===== config.mk =====
export PLATFORM = sky130hd
export DESIGN_NAME = pong_game_ctrl
export DESIGN_NICKNAME = d
export VERILOG_FILES = /design/src/rtl/pong_game_ctrl.sv
export SDC_FILE = /design/constraint.sdc
export NUM_CORES = 1
export LEC_CHECK = 0
export BUFFER_PORTS_ARGS = -buffer_cell sky130_fd_sc_hd__buf_2
export CORE_MARGIN = 4
export CORE_UTILIZATION = 44
export CTS_CLUSTER_SIZE = 12
export DETAILED_ROUTE_END_ITERATION = 16
export PLACE_DENSITY_LB_ADDON = 0.1
export SLEW_MARGIN = 20
export SYNTH_ARGS = -nofsm -noshare
export SYNTH_HDL_FRONTEND = slang
export SYNTH_SLANG_ARGS = --single-unit

===== constraint.sdc =====
create_clock -name clk -period 6.5 [get_ports clk]
set_input_delay 1.3 -clock clk [delete_from_list [all_inputs] [get_ports clk]]
set_output_delay 1.3 -clock clk [all_outputs]
set_load 0.05 [all_outputs]

===== src/rtl/pong_game_ctrl.sv =====
// Pong game controller: button synchronizers, serve/play/point/over FSM,
// paddle and ball motion with wall/paddle collisions, all advanced once per frame.
module pong_game_ctrl #(
    parameter int H_RES        = 640,
    parameter int V_RES        = 480,
    parameter int PADDLE_H     = 64,
    parameter int PADDLE_W     = 8,
    parameter int P1_X         = 16,
    parameter int P2_X         = 616,
    parameter int BALL_SIZE    = 8,
    parameter int BALL_SPEED   = 2,
    parameter int PADDLE_STEP  = 4,
    parameter int SERVE_FRAMES = 60,
    parameter int WIN_SCORE    = 9
) (
    input  logic       clk,
    input  logic       rst_n,
    input  logic       ena,
    input  logic       frame_tick,
    input  logic       p1_up,
    input  logic       p1_dn,
    input  logic       p2_up,
    input  logic       p2_dn,
    output logic [8:0] paddle1_y,
    output logic [8:0] paddle2_y,
    output logic [9:0] ball_x,
    output logic [8:0] ball_y,
    output logic [3:0] score1,
    output logic [3:0] score2,
    output logic [2:0] state,
    output logic       winner
);

    localparam int CW = $clog2(SERVE_FRAMES + 1);

    // 11-bit copies are for comparisons so sums can never wrap.
    localparam logic [10:0] STEP_W = 11'(PADDLE_STEP);
    localparam logic [10:0] PMAX_W = 11'(V_RES - PADDLE_H);
    localparam logic [10:0] VRES_W = 11'(V_RES);
    localparam logic [10:0] HRES_W = 11'(H_RES);
    localparam logic [10:0] BSZ_W  = 11'(BALL_SIZE);
    localparam logic [10:0] BSP_W  = 11'(BALL_SPEED);
    localparam logic [10:0] PH_W   = 11'(PADDLE_H);
    localparam logic [10:0] LHIT_W = 11'(P1_X + PADDLE_W);
    localparam logic [10:0] RHIT_W = 11'(P2_X);

    localparam logic [8:0] STEP_N    = 9'(PADDLE_STEP);
    localparam logic [8:0] PMAX_N    = 9'(V_RES - PADDLE_H);
    localparam logic [8:0] BSP_Y     = 9'(BALL_SPEED);
    localparam logic [8:0] YMAX_N    = 9'(V_RES - BALL_SIZE);
    localparam logic [8:0] BALL_Y0   = 9'((V_RES - BALL_SIZE) / 2);
    localparam logic [8:0] PADDLE_Y0 = 9'((V_RES - PADDLE_H) / 2);
    localparam logic [9:0] BSP_X     = 10'(BALL_SPEED);
    localparam logic [9:0] LHIT_X    = 10'(P1_X + PADDLE_W);
    localparam logic [9:0] RHIT_X    = 10'(P2_X - BALL_SIZE);
    localparam logic [9:0] XMAX_N    = 10'(H_RES - BALL_SIZE);
    localparam logic [9:0] BALL_X0   = 10'((H_RES - BALL_SIZE) / 2);
    localparam logic [3:0] WIN_N     = 4'(WIN_SCORE);
    localparam logic [CW-1:0] CNT_LOAD = CW'(SERVE_FRAMES);
    localparam logic [CW-1:0] CNT_ONE  = CW'(1);

    typedef enum logic [2:0] {
        IDLE  = 3'd0,
        SERVE = 3'd1,
        PLAY  = 3'd2,
        POINT = 3'd3,
        OVER  = 3'd4
    } state_t;

    state_t        state_q, state_d;
    logic [3:0]    sync_a, sync_b;
    logic          dx_q, dx_d, dy_q, dy_d, scorer_q, scorer_d;
    logic [CW-1:0] cnt_q, cnt_d;
    logic [8:0]    paddle1_d, paddle2_d, ball_y_d;
    logic [9:0]    ball_x_d;
    logic [3:0]    score1_d, score2_d, new_score;
    logic          winner_d, enter_serve, frame_upd, any_btn;
    logic [8:0]    p1_mv, p2_mv, nxt_y;
    logic [9:0]    nxt_x;
    logic          nxt_dx, nxt_dy, miss, ov1, ov2;
    logic [10:0]   bx_w, by_w, ny_w, p1_w, p2_w;

    function automatic logic [8:0] move_paddle(input logic [8:0] y, input logic up,
                                               input logic dn);
        move_paddle = y;
        if (up && !dn)
            move_paddle = ({2'b0, y} >= STEP_W) ? y - STEP_N : 9'd0;
        else if (dn && !up)
            move_paddle = ({2'b0, y} + STEP_W > PMAX_W) ? PMAX_N : y + STEP_N;
    endfunction

    assign state     = state_q;
    assign frame_upd = frame_tick && ena;
    assign any_btn   = |sync_b;

    always_ff @(posedge clk) begin
        if (!rst_n) begin
            sync_a    <= '0;
            sync_b    <= '0;
            state_q   <= IDLE;
            paddle1_y <= PADDLE_Y0;
            paddle2_y <= PADDLE_Y0;
            ball_x    <= BALL_X0;
            ball_y    <= BALL_Y0;
            score1    <= '0;
            score2    <= '0;
            winner    <= 1'b0;
            dx_q      <= 1'b1;
            dy_q      <= 1'b0;
            scorer_q  <= 1'b0;
            cnt_q     <= '0;
        end else begin
            sync_a    <= {p2_dn, p2_up, p1_dn, p1_up};
            sync_b    <= sync_a;
            state_q   <= state_d;
            paddle1_y <= paddle1_d;
            paddle2_y <= paddle2_d;
            ball_x    <= ball_x_d;
            ball_y    <= ball_y_d;
            score1    <= score1_d;
            score2    <= score2_d;
            winner    <= winner_d;
            dx_q      <= dx_d;
            dy_q      <= dy_d;
            scorer_q  <= scorer_d;
            cnt_q     <= cnt_d;
        end
    end

    // Candidate PLAY-frame motion: paddles first, then ball, then collisions.
    always_comb begin
        p1_mv  = move_paddle(paddle1_y, sync_b[0], sync_b[1]);
        p2_mv  = move_paddle(paddle2_y, sync_b[2], sync_b[3]);
        bx_w   = {1'b0, ball_x};
        by_w   = {2'b0, ball_y};
        nxt_y  = ball_y;
        nxt_dy = dy_q;
        if (!dy_q) begin
            if (by_w < BSP_W) begin
                nxt_y  = 9'd0;
                nxt_dy = 1'b1;
            end else begin
                nxt_y = ball_y - BSP_Y;
            end
        end else if (by_w + BSZ_W + BSP_W > VRES_W) begin
            nxt_y  = YMAX_N;
            nxt_dy = 1'b0;
        end else begin
            nxt_y = ball_y + BSP_Y;
        end
        ny_w = {2'b0, nxt_y};
        p1_w = {2'b0, p1_mv};
        p2_w = {2'b0, p2_mv};
        ov1  = (ny_w + BSZ_W > p1_w) && (ny_w < p1_w + PH_W);
        ov2  = (ny_w + BSZ_W > p2_w) && (ny_w < p2_w + PH_W);
        nxt_x  = ball_x;
        nxt_dx = dx_q;
        miss   = 1'b0;
        if (!dx_q) begin
            if (bx_w >= LHIT_W && bx_w <= LHIT_W + BSP_W && ov1) begin
                nxt_x  = LHIT_X;
                nxt_dx = 1'b1;
            end else if (bx_w < BSP_W) begin
                nxt_x = 10'd0;
                miss  = 1'b1;
            end else begin
                nxt_x = ball_x - BSP_X;
            end
        end else begin
            if (bx_w + BSZ_W <= RHIT_W && bx_w + BSZ_W + BSP_W >= RHIT_W && ov2) begin
                nxt_x  = RHIT_X;
                nxt_dx = 1'b0;
            end else if (bx_w + BSZ_W + BSP_W > HRES_W) begin
                nxt_x = XMAX_N;
                miss  = 1'b1;
            end else begin
                nxt_x = ball_x + BSP_X;
            end
        end
    end

    always_comb begin
        state_d     = state_q;
        paddle1_d   = paddle1_y;
        paddle2_d   = paddle2_y;
        ball_x_d    = ball_x;
        ball_y_d    = ball_y;
        score1_d    = score1;
        score2_d    = score2;
        winner_d    = winner;
        dx_d        = dx_q;
        dy_d        = dy_q;
        scorer_d    = scorer_q;
        cnt_d       = cnt_q;
        enter_serve = 1'b0;
        new_score   = (scorer_q ? score2 : score1) + 4'd1;
        if (frame_upd) begin
            unique case (state_q)
                IDLE: enter_serve = any_btn;
                SERVE: begin
                    paddle1_d = p1_mv;
                    paddle2_d = p2_mv;
                    cnt_d     = cnt_q - CNT_ONE;
                    if (cnt_q <= CNT_ONE) state_d = PLAY;
                end
                PLAY: begin
                    paddle1_d = p1_mv;
                    paddle2_d = p2_mv;
                    ball_x_d  = nxt_x;
                    ball_y_d  = nxt_y;
                    dx_d      = nxt_dx;
                    dy_d      = nxt_dy;
                    if (miss) begin
                        state_d  = POINT;
                        scorer_d = ~dx_q;
                    end
                end
                POINT: begin
                    if (scorer_q) score2_d = new_score;
                    else          score1_d = new_score;
                    if (new_score == WIN_N) begin
                        state_d  = OVER;
                        winner_d = scorer_q;
                    end else begin
                        enter_serve = 1'b1;
                    end
                end
                OVER: begin
                    if (any_btn) begin
                        score1_d    = 4'd0;
                        score2_d    = 4'd0;
                        enter_serve = 1'b1;
                    end
                end
                default: state_d = IDLE;
            endcase
        end
        // Serve aims at whoever conceded the last point; the first serve goes right.
        if (enter_serve) begin
            state_d  = SERVE;
            cnt_d    = CNT_LOAD;
            ball_x_d = BALL_X0;
            ball_y_d = BALL_Y0;
            dy_d     = ~dy_q;
            dx_d     = (state_q == IDLE) ? 1'b1 : ~scorer_q;
        end
    end

endmodule


==> metrics <==
count of buffers added by post-CTS timing repair for setup=0; starting density of the core=45.5%; number of DRC violations after detailed-routing iteration 0=692; number of global-route vias before repair=5,749; max-slew violation total from the final report=0; DRT Pass-1 Iters=5; PnR Total Power=1.01 mW; area added between synthesis and finish=9.29%; Seq/Total Area, Yosys=21.3%; total power density per cell area=151 nW/µm²; share of cells above drive strength 1=10.8%; worst clock skew=4.01 ps; number of buffers created by CTS=9; nets@finish=895; actual slew at the worst max-slew pin=1030 ps; Rel. slew slack=30.9%; Vias/cell=6.02; most common flop cell mapped by yosys=sky130_fd_sc_hd__dfxtp_1; number of flops mapped to enable cells by yosys=0; number of fill cells in the layout=1,367; count of final hold-check violations=0; IO Pins=57; synthesis-stage register bit count=65; CTS tree=done; number of I/O port buffers=55; hold slack=430 ps; critical path launch point type=flop; kind of capture point of the worst setup path=flop; post-CTS sizing=0; maximum number of pins on one net before global-route repair=44; Residual DRC=0; maximum level of the CTS H-tree=3; maximum clock frequency=202 MHz; maximum clock insertion buffer count=2; FFs w/ async S/R, synth=0%; static leakage=2.61 nW; slowest cell on the critical path=sky130_fd_sc_hd__dfxtp_1; vias=6,112; first-pass GRT wire length=28.0 mm; overflow left after global routing=0; width of the die=126 µm; Seq. cell area=1300 µm²; CTS clk-pin slew, worst paths=60 ps; syn_area_per_cell=7.46 µm²; Detailed Route WL=16.7 mm; clock tree root buffer cell=sky130_fd_sc_hd__clkbuf_16; biggest fanout along the worst timing path=11; Setup Viol. Count Final=0; floorplan row count=42; die area=15,800 µm²; placed wire-length estimate after detailed placement=12.6 mm; Yosys cell types=79; clock insertion delay at the later pin of the skew report=330 ps; routability congestion estimate=0.953; routed length per instance=16.4 µm; crit path time final=4960 ps; HP Class=reg2reg; max cap viols=0; worst path arrival time=5180 ps; sequence of cells on the critical path=ha_1 -> or3b_2 -> nor3b_1 -> o31ai_2 -> nand4_1 -> nand4_1 -> nand2_1 -> a21oi_1 -> a221oi_1 -> ha_1 -> a21o_1 -> a2111oi_0 -> a21oi_1 -> a31oi_1 -> a211o_1 -> a21o_1 -> a31oi_1 -> a221o_1; result of the run=finished, final reports clean; Total Routing Usage GR=20.7%; RSZ-0062 raised after global routing=false; Worst Path Class, Setup=reg2reg; area of combinational cells with multiple inputs=4430 µm²; total inserted antenna cells=0; total number of yosys warnings=0; height of the chip=126 µm; total standard cell area after synthesis=6100 µm²; Placeable Area=13,400 µm²; highest ir drop seen on vdd=124 µV; CTS Hold Buffers Added=0; final total negative setup slack=0 ps; number of sinks on the clock net=65; antenna-violating nets left=0; final period utilization=76.3%; Worst R2R Setup Slack=1540 ps; Synth Instances=818; data required time at the worst endpoint=6720 ps; total nets after synthesis=878; initial antenna violation count=0; maximum single-stage delay on the critical path=550 ps
==> stage by stage <==
stage | utilization (%) | area, µm² | setup slack [ps] | instances
2_1_floorplan | - | 6100 | 1970 | 818
3_3_place_gp | 47.6 | 6380 | 1680 | 1000
3_5_place_dp | 47.6 | 6380 | 1590 | 1000
4_1_cts | 49.7 | 6670 | 1560 | 1016
5_1_grt | 49.8 | 6670 | 1180 | 1016
6_report | 49.8 | 6670 | 1540 | 1016
==> Yosys cell counts (all sizes together) (16+ instances only) <==
cell type  number  area [µm²]
a21oi          46         230
o211ai         16         120
xnor2          17         149
nor2b          22         138
o21ai          45         229
inv            40         150
dfxtp          65        1300
and2           20         125
nand2          88         330
nand2b         17         106
nand3          29         145
clkbuf         37         139
nor3           34         170
xor2           19         166
ha             52         651
nor2           58         218
==> power by group <==
| group | switching (mW) | internal, mW |
|---|---|---|
| sequential | 0.0151 | 0.406 |
| clock | 0.184 | 0.268 |
| combinational | 0.0837 | 0.0533 |
==> per-layer routing <==
layer	vias to the layer above	wire [µm]	track usage (%)
met5	-	0	0
met2	219	7800	34.0
li1	2999	-	-
met1	2862	7720	27.9
met4	0	378	6.88
met3	32	814	3.05
==> flip-flops by register name, indices dropped and copies added, names as in the netlist <==
name and count:
paddle2_y 9, cnt_q 6, sync_b 4, dx_q 1
scorer_q 1, score2 4, state 3, ball_y 9
ball_x 9, score1 4, paddle1_y 9, dy_q 1
sync_a 4, winner 1
==> cell type report <==
type                    count  area share, %
multi-input cells         662           66.3
repair buffers             57           4.35
clock inverters             6          0.657
clock buffers              10           3.58
flip-flops and latches     65           19.5
well taps                 176           3.30
inverters                  40           2.25
==> critical path, delay by kind of cell (launching register included) <==
family          cells  cell delay (ps)
compound gates     11             2550
simple gates        5             1180
flops               1              550
fa+ha+maj           2              550
==> cells in the final DEF (no fill, tap or decap), types with 4 or more instances in the layout <==
cell / netlist / layout
sky130_fd_sc_hd__nor2b_1: 22 / 22
sky130_fd_sc_hd__o21ai_0: 40 / 40
sky130_fd_sc_hd__mux2i_1: 15 / 15
sky130_fd_sc_hd__dfxtp_1: 65 / 65
sky130_fd_sc_hd__nand4_1: 13 / 13
sky130_fd_sc_hd__o21a_1: 8 / 8
sky130_fd_sc_hd__o22ai_1: 5 / 5
sky130_fd_sc_hd__nor3_1: 34 / 34
sky130_fd_sc_hd__and3_1: 10 / 10
sky130_fd_sc_hd__clkinvlp_4: 0 / 4
sky130_fd_sc_hd__a32o_1: 4 / 4
sky130_fd_sc_hd__nand2_1: 88 / 88
sky130_fd_sc_hd__o21ai_1: 4 / 4
sky130_fd_sc_hd__a21boi_0: 7 / 7
sky130_fd_sc_hd__inv_1: 40 / 40
sky130_fd_sc_hd__nor3b_1: 4 / 4
sky130_fd_sc_hd__o211a_1: 9 / 9
sky130_fd_sc_hd__o211ai_1: 16 / 16
sky130_fd_sc_hd__nand3_1: 29 / 28
sky130_fd_sc_hd__and2_1: 20 / 20
sky130_fd_sc_hd__a21oi_1: 46 / 46
sky130_fd_sc_hd__nor2_1: 58 / 58
sky130_fd_sc_hd__buf_2: 8 / 55
sky130_fd_sc_hd__xor2_1: 19 / 19
sky130_fd_sc_hd__a211oi_1: 6 / 6
sky130_fd_sc_hd__nand3b_1: 4 / 4
sky130_fd_sc_hd__a31oi_1: 11 / 11
sky130_fd_sc_hd__nor4_1: 11 / 11
sky130_fd_sc_hd__xnor2_1: 17 / 17
sky130_fd_sc_hd__or3_1: 11 / 11
sky130_fd_sc_hd__a21o_1: 8 / 8
sky130_fd_sc_hd__ha_1: 52 / 52
sky130_fd_sc_hd__clkbuf_16: 0 / 9
sky130_fd_sc_hd__a211o_1: 5 / 5
sky130_fd_sc_hd__nand2b_1: 17 / 17
sky130_fd_sc_hd__nand4b_1: 4 / 4
sky130_fd_sc_hd__o31ai_1: 5 / 5
sky130_fd_sc_hd__o221ai_1: 4 / 4
sky130_fd_sc_hd__or4_1: 4 / 4
==> path summary, 6_finish.rpt <==
path	cells past startpoint	from	to
max reg2reg	18	paddle2_y[3]	ball_x[5]
min reg2reg	1	sync_a[0]	sync_b[0]
max	18	paddle2_y[3]	ball_x[5]
min	1	sync_a[0]	sync_b[0]
==> cell families (layout without fill, tap and decap cells) <==
family | Yosys count | in the layout | synth area share (%)
AND/OR/NAND/NOR | 346 | 346 | 29.7
AO/OA/AOI/OAI | 212 | 212 | 24.4
buffers and inverters | 91 | 113 | 6.25
flip-flops | 65 | 65 | 21.3
adder cells (fa/ha/maj) | 52 | 52 | 10.7
XOR/XNOR | 36 | 36 | 5.17
multiplexers | 15 | 15 | 2.46
other | 1 | 1 | 0.0614
Note: power is estimated with default switching activity, not from simulation.
